==> src/rtl/ped_crossing_panel.sv <==
// Pedestrian crossing panel: synchronizes and debounces the push-button, requests the
// crossing from the controller and sequences the WALK / flashing DON'T WALK lamps.
module ped_crossing_panel #(
    parameter int unsigned DEBOUNCE_CYCLES = 4,
    parameter int unsigned WALK_CYCLES     = 20,
    parameter int unsigned FLASH_HALF      = 2,
    parameter int unsigned CNT_W           = 5
) (
    input  logic             clk,
    input  logic             reset,
    input  logic             btn_raw,
    input  logic             PED_light,
    output logic             button,
    output logic             req_lamp,
    output logic             walk,
    output logic             dont_walk,
    output logic [CNT_W-1:0] countdown
);

    localparam int unsigned DB_W = $clog2(DEBOUNCE_CYCLES + 1);
    localparam int unsigned FL_W = (FLASH_HALF > 1) ? $clog2(FLASH_HALF) : 1;
    localparam logic [DB_W-1:0]  DB_LAST    = DB_W'(DEBOUNCE_CYCLES - 1);
    localparam logic [CNT_W-1:0] WALK_LOAD  = CNT_W'(WALK_CYCLES - 1);
    localparam logic [FL_W-1:0]  FLASH_LOAD = FL_W'(FLASH_HALF - 1);

    typedef enum logic [1:0] {StIdle, StWait, StWalk, StClear} state_e;

    state_e            state_q, state_d;
    logic              s1_q, s2_q;
    logic              db_q, db_d;
    logic [DB_W-1:0]   db_cnt_q, db_cnt_d;
    logic              press_q, press_d;
    logic              pending_q, pending_d;
    logic [CNT_W-1:0]  timer_q, timer_d;
    logic [FL_W-1:0]   flash_cnt_q, flash_cnt_d;
    logic              flash_q, flash_d;

    always_ff @(posedge clk or negedge reset) begin
        if (!reset) begin
            state_q     <= StIdle;
            s1_q        <= 1'b0;
            s2_q        <= 1'b0;
            db_q        <= 1'b0;
            db_cnt_q    <= '0;
            press_q     <= 1'b0;
            pending_q   <= 1'b0;
            timer_q     <= '0;
            flash_cnt_q <= '0;
            flash_q     <= 1'b1;
        end else begin
            state_q     <= state_d;
            s1_q        <= btn_raw;
            s2_q        <= s1_q;
            db_q        <= db_d;
            db_cnt_q    <= db_cnt_d;
            press_q     <= press_d;
            pending_q   <= pending_d;
            timer_q     <= timer_d;
            flash_cnt_q <= flash_cnt_d;
            flash_q     <= flash_d;
        end
    end

    // Level flips only after DEBOUNCE_CYCLES consecutive disagreeing samples.
    always_comb begin
        db_d     = db_q;
        db_cnt_d = '0;
        if (s2_q != db_q) begin
            if (db_cnt_q == DB_LAST) begin
                db_d = ~db_q;
            end else begin
                db_cnt_d = db_cnt_q + 1'b1;
            end
        end
        press_d = db_d & ~db_q;
    end

    always_comb begin
        state_d     = state_q;
        pending_d   = pending_q;
        timer_d     = timer_q;
        flash_cnt_d = flash_cnt_q;
        flash_d     = flash_q;
        unique case (state_q)
            StIdle: begin
                pending_d = 1'b0;
                if (PED_light) begin
                    state_d = StWalk;
                    timer_d = WALK_LOAD;
                end else if (press_q || pending_q) begin
                    state_d = StWait;
                end
            end
            StWait: begin
                if (PED_light) begin
                    state_d = StWalk;
                    timer_d = WALK_LOAD;
                end
            end
            StWalk: begin
                if (press_q) pending_d = 1'b1;
                if (!PED_light) begin
                    state_d = StIdle;
                end else if (timer_q == '0) begin
                    state_d     = StClear;
                    flash_cnt_d = FLASH_LOAD;
                    flash_d     = 1'b1;
                end else begin
                    timer_d = timer_q - 1'b1;
                end
            end
            StClear: begin
                if (press_q) pending_d = 1'b1;
                if (!PED_light) begin
                    state_d = StIdle;
                end else if (flash_cnt_q == '0) begin
                    flash_cnt_d = FLASH_LOAD;
                    flash_d     = ~flash_q;
                end else begin
                    flash_cnt_d = flash_cnt_q - 1'b1;
                end
            end
            default: state_d = StIdle;
        endcase
    end

    always_comb begin
        button    = (state_q == StWait);
        req_lamp  = (state_q == StWait) || pending_q;
        walk      = (state_q == StWalk);
        dont_walk = 1'b1;
        countdown = '0;
        if (state_q == StWalk) begin
            dont_walk = 1'b0;
            countdown = timer_q;
        end else if (state_q == StClear) begin
            dont_walk = flash_q;
        end
    end

endmodule

==> config.mk <==
export PLATFORM = sky130hd
export DESIGN_NAME = ped_crossing_panel
export DESIGN_NICKNAME = d
export VERILOG_FILES = /design/src/rtl/ped_crossing_panel.sv
export SDC_FILE = /design/constraint.sdc
export NUM_CORES = 1
export LEC_CHECK = 0
export ABC_CLOCK_PERIOD_IN_PS = 1990
export CORE_MARGIN = 3
export CORE_UTILIZATION = 58
export DETAILED_ROUTE_END_ITERATION = 8
export DONT_BUFFER_PORTS = 1
export PLACE_DENSITY = 0.73
export SLEW_MARGIN = 0
export SYNTH_ARGS = -nofsm -noshare
export SYNTH_HDL_FRONTEND = slang
export SYNTH_SLANG_ARGS = --single-unit
==> constraint.sdc <==
create_clock -name clk -period 1.99 [get_ports clk]
set_input_delay 0.597 -clock clk [delete_from_list [all_inputs] [get_ports clk]]
set_output_delay 0.597 -clock clk [all_outputs]
set_load 0.02 [all_outputs]
==> results.py, run 1 <==
metrics = {
    "sta": {
        "tightest_slew_ns": 0.708,
        "hold_viol_final": 0,
        "holdWs_ns": 0.127,
        "final_max_slew_viol_count": 0,
        "fin_crit_sh": 0.946,
        "fin_skew_ns": 0.00266,
        "setup_tns_ns": 0,
        "min_period_ns": 1.88,
        "fmaxAchievable_mhz": 531,
        "grt_setup_unrepaired": "false",
        "slew_headroom": 0.527,
        "setup_viol": 0,
    },
    "setup_path": {
        "criticalPathCategory": "reg2out",
        "cp.required_ns": 1.39,
        "cp-end-kind": "primary output",
        "crit_arrival_ns": 1.29,
        "setup.worst_path.start_class": "flop",
        "critPathMaxFanout": 7,
    },
    "logic_synthesis": {
        "syn_nets": 84,
        "synthAdderAreaFrac": 0.0310,
        "synthXorXnorAreaFrac": 0.0109,
        "syn_inst": 78,
        "synthDistinctLibCells": 33,
        "synth_mux_area_frac": 0.0140,
        "synth_compound_area_frac": 0.118,
        "synth_edf_count": 0,
        "yosysWarnings": 0,
        "synth_top_area_frac": 0.496,
        "async_reset_ff_frac": 1.00,
        "synth_top_family_by_area": "simple AND/OR/NAND/NOR gates",
        "syn_area_um2": 807,
        "ys.flop_type": "dfrtp_1",
        "synth_area_leaders": "dfrtp_1 (50%), dfstp_2 (3.3%), ha_1 (3.1%)",
        "ys_ff_latch": 17,
        "synth_most_common_cell": "dfrtp_1",
        "syn_area_per_cell_um2": 10.3,
        "synth-simple-area-share": 0.251,
        "ys_top_cells_by_count": "dfrtp_1 (16), inv_1 (6), nor2_1 (5)",
        "synth_top_area_cell": "dfrtp_1",
        "synth_seq_area_share": 0.529,
    },
    "worst_hold_path": {
        "hp-class": "in2async",
    },
    "clock_tree": {
        "cts_tree": "done",
        "insertion_delay_ns": 0.29,
        "post_cts_buffers": 0,
        "cts-root-buf": "clkbuf_4",
        "cts_buffer_depth": 2,
        "cts_inserted_buffers": 3,
        "h-tree-depth": 1,
        "clk_pin_slew_ns": 0.10,
        "cts.sinks": 17,
    },
    "final_layout": {
        "finalInstanceArea_um2": 893,
        "multi_input_area_um2": 347,
        "nets": 91,
        "fillers": 87,
        "regArea_um2": 429,
        "drive_gt1_frac": 0.190,
        "syn_to_final_growth_pct": 10.7,
        "final_util": 0.744,
        "antenna_cells": 0,
    },
    "global_route": {
        "antenna_found_initial": 0,
        "grt_pass1_vias": 568,
        "grt_max_degree": 18,
        "grt_first_pass_wirelength_um": 2570,
        "grt_use_total": 0.189,
        "overflow": 0,
        "met2_usage": 0.277,
        "grtUsageMet3": 0.0381,
        "use_met1": 0.259,
        "grt_busiest_layer": "met2",
    },
    "routing": {
        "routedWlPerCell_um": 15.7,
        "drt_iter0_markers": 19,
        "ant_nets": 0,
        "totalWireLength_um": 1540,
        "viasPerCell": 6.09,
        "num_vias": 597,
        "drtPass1Iterations": 5,
        "post-route-drc-count": 0,
    },
    "floorplanning": {
        "start_util": 0.672,
        "die-height_um": 43.3,
        "dieArea_um2": 1870,
        "ios": 13,
        "num_rows": 12,
        "fp.dieW_um": 43.3,
        "core-area_um2": 1200,
    },
    "placement": {
        "globalplace.congestion": 0.756,
        "numPortBuffers": 0,
        "hpwlAfterDp_um": 1050,
        "place_area_um2": 847,
    },
    "outcome": {
        "status": "completed",
    },
    "pwr": {
        "clkPwrFrac": 0.207,
        "ir_worst_vdd_uv": 767,
        "power_uw": 919,
        "power-per-cell-area_nw_per_um2": 1030,
        "combPwrFrac": 0.261,
        "power.internal_uw": 608,
        "p_leak_uw": 0.000423,
        "pwr-share-seq": 0.532,
        "switching_share": 0.338,
        "p_sw_uw": 311,
    },
    "job": {
        "cap_violations": 0,
    },
}
[registers in the layout, indices dropped and copies added, names as in the netlist]
signal / cells
press_q: 1
db_cnt_q: 3
s1_q: 1
s2_q: 1
db_q: 1
flash_q: 1
pending_q: 1
state_q: 2
flash_cnt_q: 1
timer_q: 5
[worst max-delay path: stages, from the launching register on]
cell	delay [ns]
dfrtp_2	0.44
inv_1	0.10
nor2_1	0.19
and2_1	0.27
[layout make-up]
cell class / count / area share
Sequential cell: 17 / 0.480
Multi-Input combinational cell: 51 / 0.388
Timing Repair Buffer: 6 / 0.0532
Clock buffer: 3 / 0.0252
Inverter: 6 / 0.0252
Tap cell: 14 / 0.0196
Clock inverter: 1 / 0.00840
[power by group through the flow]
stage               Combinational, uW  Sequential (uW)  Clock, uW
global route                      269              500        214
CTS                               239              486        200
detailed placement                229              492          0
floorplan                         188              472          0
finish                            239              489        191
global placement                  215              488          0
[metrics by stage]
stage,setup slack (ns),std cells
final,0.107,98
after floorplan,0.0147,78
after global placement,0.369,93
after CTS,0.0447,98
after detailed placement,0.334,93
after global routing,0.0313,98
[logic make-up after synthesis]
logic type | Yosys count
simple gates | 34
mux | 1
xor+xnor | 1
flops | 17
compound gates | 13
fa+ha+maj | 2
buf+inv | 10
[layer usage]
layer	vias to the layer above	part of all wire
met1	281	0.47
met3	4	0.065
met5	-	0
met4	0	0.017
li1	286	-
met2	26	0.45
[path summary, 6_finish.rpt]
check,slack [ns],cells after the start,start,end
setup / recovery,0.11,3,state_q[1],countdown[3]
hold / removal,0.13,0,reset,flash_q
setup reg to reg,0.31,5,timer_q[0],timer_q[3]
hold reg to reg,0.37,0,s1_q,s2_q
max in group asynchronous,0.72,1,reset,state_q[1]
min in group clk,0.32,0,PED_light,state_q[1]
[timing repair]
item,CTS,global route
gates resized for setup,1,3
endpoints found under the setup margin,1,4
hold buffers,1,0
hold endpoints to repair,16,0
[placed cells by master, fill, tap and decap left out, types with 3 or more instances in the layout]
cell type	n
clkbuf_4	3
nor3_1	4
inv_1	6
dfrtp_1	14
buf_4	5
nand2_1	4
nor2_1	5
o21ai_0	3
nor3b_1	3
Note: power is estimated with default switching activity, not from simulation.
==> run 2: changes to the inputs <==
--- a/config.mk
+++ b/config.mk
@@ -5,12 +5,13 @@
 export SDC_FILE = /design/constraint.sdc
 export NUM_CORES = 1
 export LEC_CHECK = 0
+export ABC_AREA = 1
 export ABC_CLOCK_PERIOD_IN_PS = 1990
 export CORE_MARGIN = 3
-export CORE_UTILIZATION = 58
+export CORE_UTILIZATION = 59
 export DETAILED_ROUTE_END_ITERATION = 8
 export DONT_BUFFER_PORTS = 1
-export PLACE_DENSITY = 0.73
+export PLACE_DENSITY = 0.74
 export SLEW_MARGIN = 0
 export SYNTH_ARGS = -nofsm -noshare
 export SYNTH_HDL_FRONTEND = slang
==> results.py, run 2 <==
metrics = {
    "outcome": {
        "status": "completed",
    },
    "logic_synthesis": {
        "synth_seq_area_share": 0.486,
        "synth_edf_count": 0,
        "synth_mux_area_frac": 0,
        "syn_nets": 109,
        "synth_top_area_frac": 0.456,
        "syn_inst": 103,
        "synthXorXnorAreaFrac": 0.0200,
        "synth_area_leaders": "dfrtp_1 (46%), nand2_1 (14%), nor2_1 (5.6%)",
        "synth_top_family_by_area": "simple AND/OR/NAND/NOR gates",
        "synth_compound_area_frac": 0.0471,
        "ys_top_cells_by_count": "nand2_1 (32), dfrtp_1 (16), nor2_1 (13)",
        "synthAdderAreaFrac": 0.0285,
        "synthDistinctLibCells": 25,
        "synth-simple-area-share": 0.351,
        "syn_area_per_cell_um2": 8.52,
        "syn_area_um2": 877,
        "synth_top_area_cell": "dfrtp_1",
        "ys.flop_type": "dfrtp_1",
        "async_reset_ff_frac": 1.00,
        "ys_ff_latch": 17,
        "synth_most_common_cell": "nand2_1",
        "yosysWarnings": 0,
    },
    "setup_path": {
        "crit_family": "flip-flops",
        "setup.worst_path.start_class": "flop",
        "crit_arrival_ns": 1.32,
        "critPathMaxStageDelay_ns": 0.45,
        "cp_slowest_cell": "dfrtp_1",
        "path_cells": "inv_2 > nor2_4 > inv_4 > nor2_1",
        "cp.required_ns": 1.39,
        "criticalPathCategory": "reg2out",
        "cp_num_buf_inv": 2,
        "critPathMaxFanout": 8,
        "regToRegSetupSlack_ns": 0.63,
        "timing.critical_path.from": "state_q[1]",
        "cp-end-kind": "primary output",
        "reg2reg_from": "timer_q[0]",
    },
    "final_layout": {
        "syn_to_final_growth_pct": 8.56,
        "nets": 116,
        "final_cell_mix": "nand2_1 (32), dfrtp_1 (16), nor2_1 (11)",
        "antenna_cells": 0,
        "top_register": "timer_q",
        "largestRegisters": "timer_q: 5 flops, db_cnt_q: 3 flops, state_q: 2 flops",
        "fillers": 117,
        "largest_reg_flops": 5,
        "final_common_cell": "nand2_1",
        "drive_gt1_frac": 0.211,
        "finalNonFillerCells": 124,
    },
    "pwr": {
        "combPwrFrac": 0.294,
        "p_sw_uw": 319,
        "p_leak_uw": 0.000486,
        "power.internal_uw": 582,
        "ir_worst_vdd_uv": 576,
        "power_uw": 901,
        "pwr-share-seq": 0.505,
        "switching_share": 0.354,
        "power-per-cell-area_nw_per_um2": 946,
        "clkPwrFrac": 0.201,
    },
    "placement": {
        "numPortBuffers": 0,
        "dp_slack_ns": 0.397,
        "globalplace.congestion": 0.788,
        "dp_cells": 119,
        "hpwlAfterDp_um": 1050,
    },
    "clock_tree": {
        "cts.sinks": 17,
        "cts-root-buf": "clkbuf_4",
        "post_cts_buffers": 0,
        "cts_buffer_depth": 2,
        "h-tree-depth": 1,
        "insertion_delay_ns": 0.28,
        "cts_inserted_buffers": 3,
        "clk_pin_slew_ns": 0.10,
        "cts_tree": "done",
    },
    "sta": {
        "hold_viol_final": 0,
        "min_period_ns": 1.91,
        "fin_skew_ns": 0.00617,
        "fin_crit_sh": 0.962,
        "setup_viol": 0,
        "tightest_slew_ns": 0.687,
        "setup_tns_ns": 0,
        "layout_setup_ws_ns": 0.0766,
        "final_max_slew_viol_count": 0,
        "fmaxAchievable_mhz": 523,
        "holdWs_ns": 0.149,
        "slew_headroom": 0.540,
        "grt_setup_unrepaired": "true",
    },
    "routing": {
        "routedWlPerCell_um": 11.0,
        "drtPass1Iterations": 4,
        "num_vias": 638,
        "drt_iter0_markers": 7,
        "ant_nets": 0,
        "totalWireLength_um": 1360,
        "viasPerCell": 5.15,
        "post-route-drc-count": 0,
    },
    "global_route": {
        "overflow": 0,
        "antenna_found_initial": 0,
        "grt_first_pass_wirelength_um": 2460,
        "grt_max_degree": 17,
        "grt_pass1_vias": 613,
        "grt_use_total": 0.169,
    },
    "job": {
        "cap_violations": 0,
    },
    "floorplanning": {
        "fp.dieW_um": 44.6,
        "dieArea_um2": 1990,
        "start_util": 0.650,
        "die-height_um": 44.6,
        "num_rows": 13,
        "core-area_um2": 1350,
        "ios": 13,
    },
    "worst_hold_path": {
        "hp-class": "in2async",
    },
}
## run 2: cell count changes after synthesis, moves of 3 or more
cell      change
and2_1        -3
clkbuf_1      -3
inv_2         +4
nand3_1       +4
o21ai_2       +3
nand2_1      +28
nor2_1        +8
## run 2: cell families (layout without fill, tap and decap cells)
logic type | after synthesis | after routing
DFF | 17 | 17
buffers and inverters | 15 | 21
AOI/OAI and AO/OA | 6 | 6
adders and majority gates | 2 | 2
and+or+nand+nor | 61 | 61
xor gates and xnor gates | 2 | 2
## run 2: path summary, 6_finish.rpt
| check | to | cells after the start |
|---|---|---|
| min in group clk | s1_q | 0 |
| min | flash_q | 0 |
| max in group asynchronous | state_q[0] | 1 |
| max reg2reg | timer_q[3] | 7 |
| min reg2reg | s2_q | 0 |
| max | countdown[3] | 4 |
## run 2: final cells by class
class / instances / area (um2) / area share
timing repair buffer: 3 / 25.0 / 0.0263
clock inverter: 1 / 7.51 / 0.00788
inverter: 14 / 55.1 / 0.0578
multi-input combinational: 71 / 397 / 0.417
clock buffer: 3 / 22.5 / 0.0237
tap: 15 / 18.8 / 0.0197
sequential: 17 / 427 / 0.448
## run 2: timing repair
item                       in CTS  in global routing
setup endpoints to repair       0                  5
hold buffers                    1                  0
hold endpoints to repair       16                  0
resized for setup               0                  2
## run 2: power by group through the flow
stage | combinational, uW | clock, uW | sequential (uW)
after detailed placement | 259 | 0 | 463
after floorplan | 221 | 0 | 452
after CTS | 269 | 188 | 456
final | 265 | 181 | 455
after global placement | 252 | 0 | 459
after global routing | 310 | 201 | 465
## run 2: layer usage
layer | vias up | track usage | wire (um)
li1 | 326 | - | -
met4 | 0 | 0.0542 | 11
met5 | - | 0 | 0
met1 | 298 | 0.231 | 674
met3 | 2 | 0.0407 | 73
met2 | 12 | 0.264 | 601
## run 2: per-stage QoR
| stage | util | area (um2) |
|---|---|---|
| after floorplan | - | 877 |
| after global placement | 0.672 | 907 |
| after detailed placement | 0.672 | 907 |
| after CTS | 0.702 | 947 |
| after global routing | 0.705 | 952 |
| final | 0.705 | 952 |
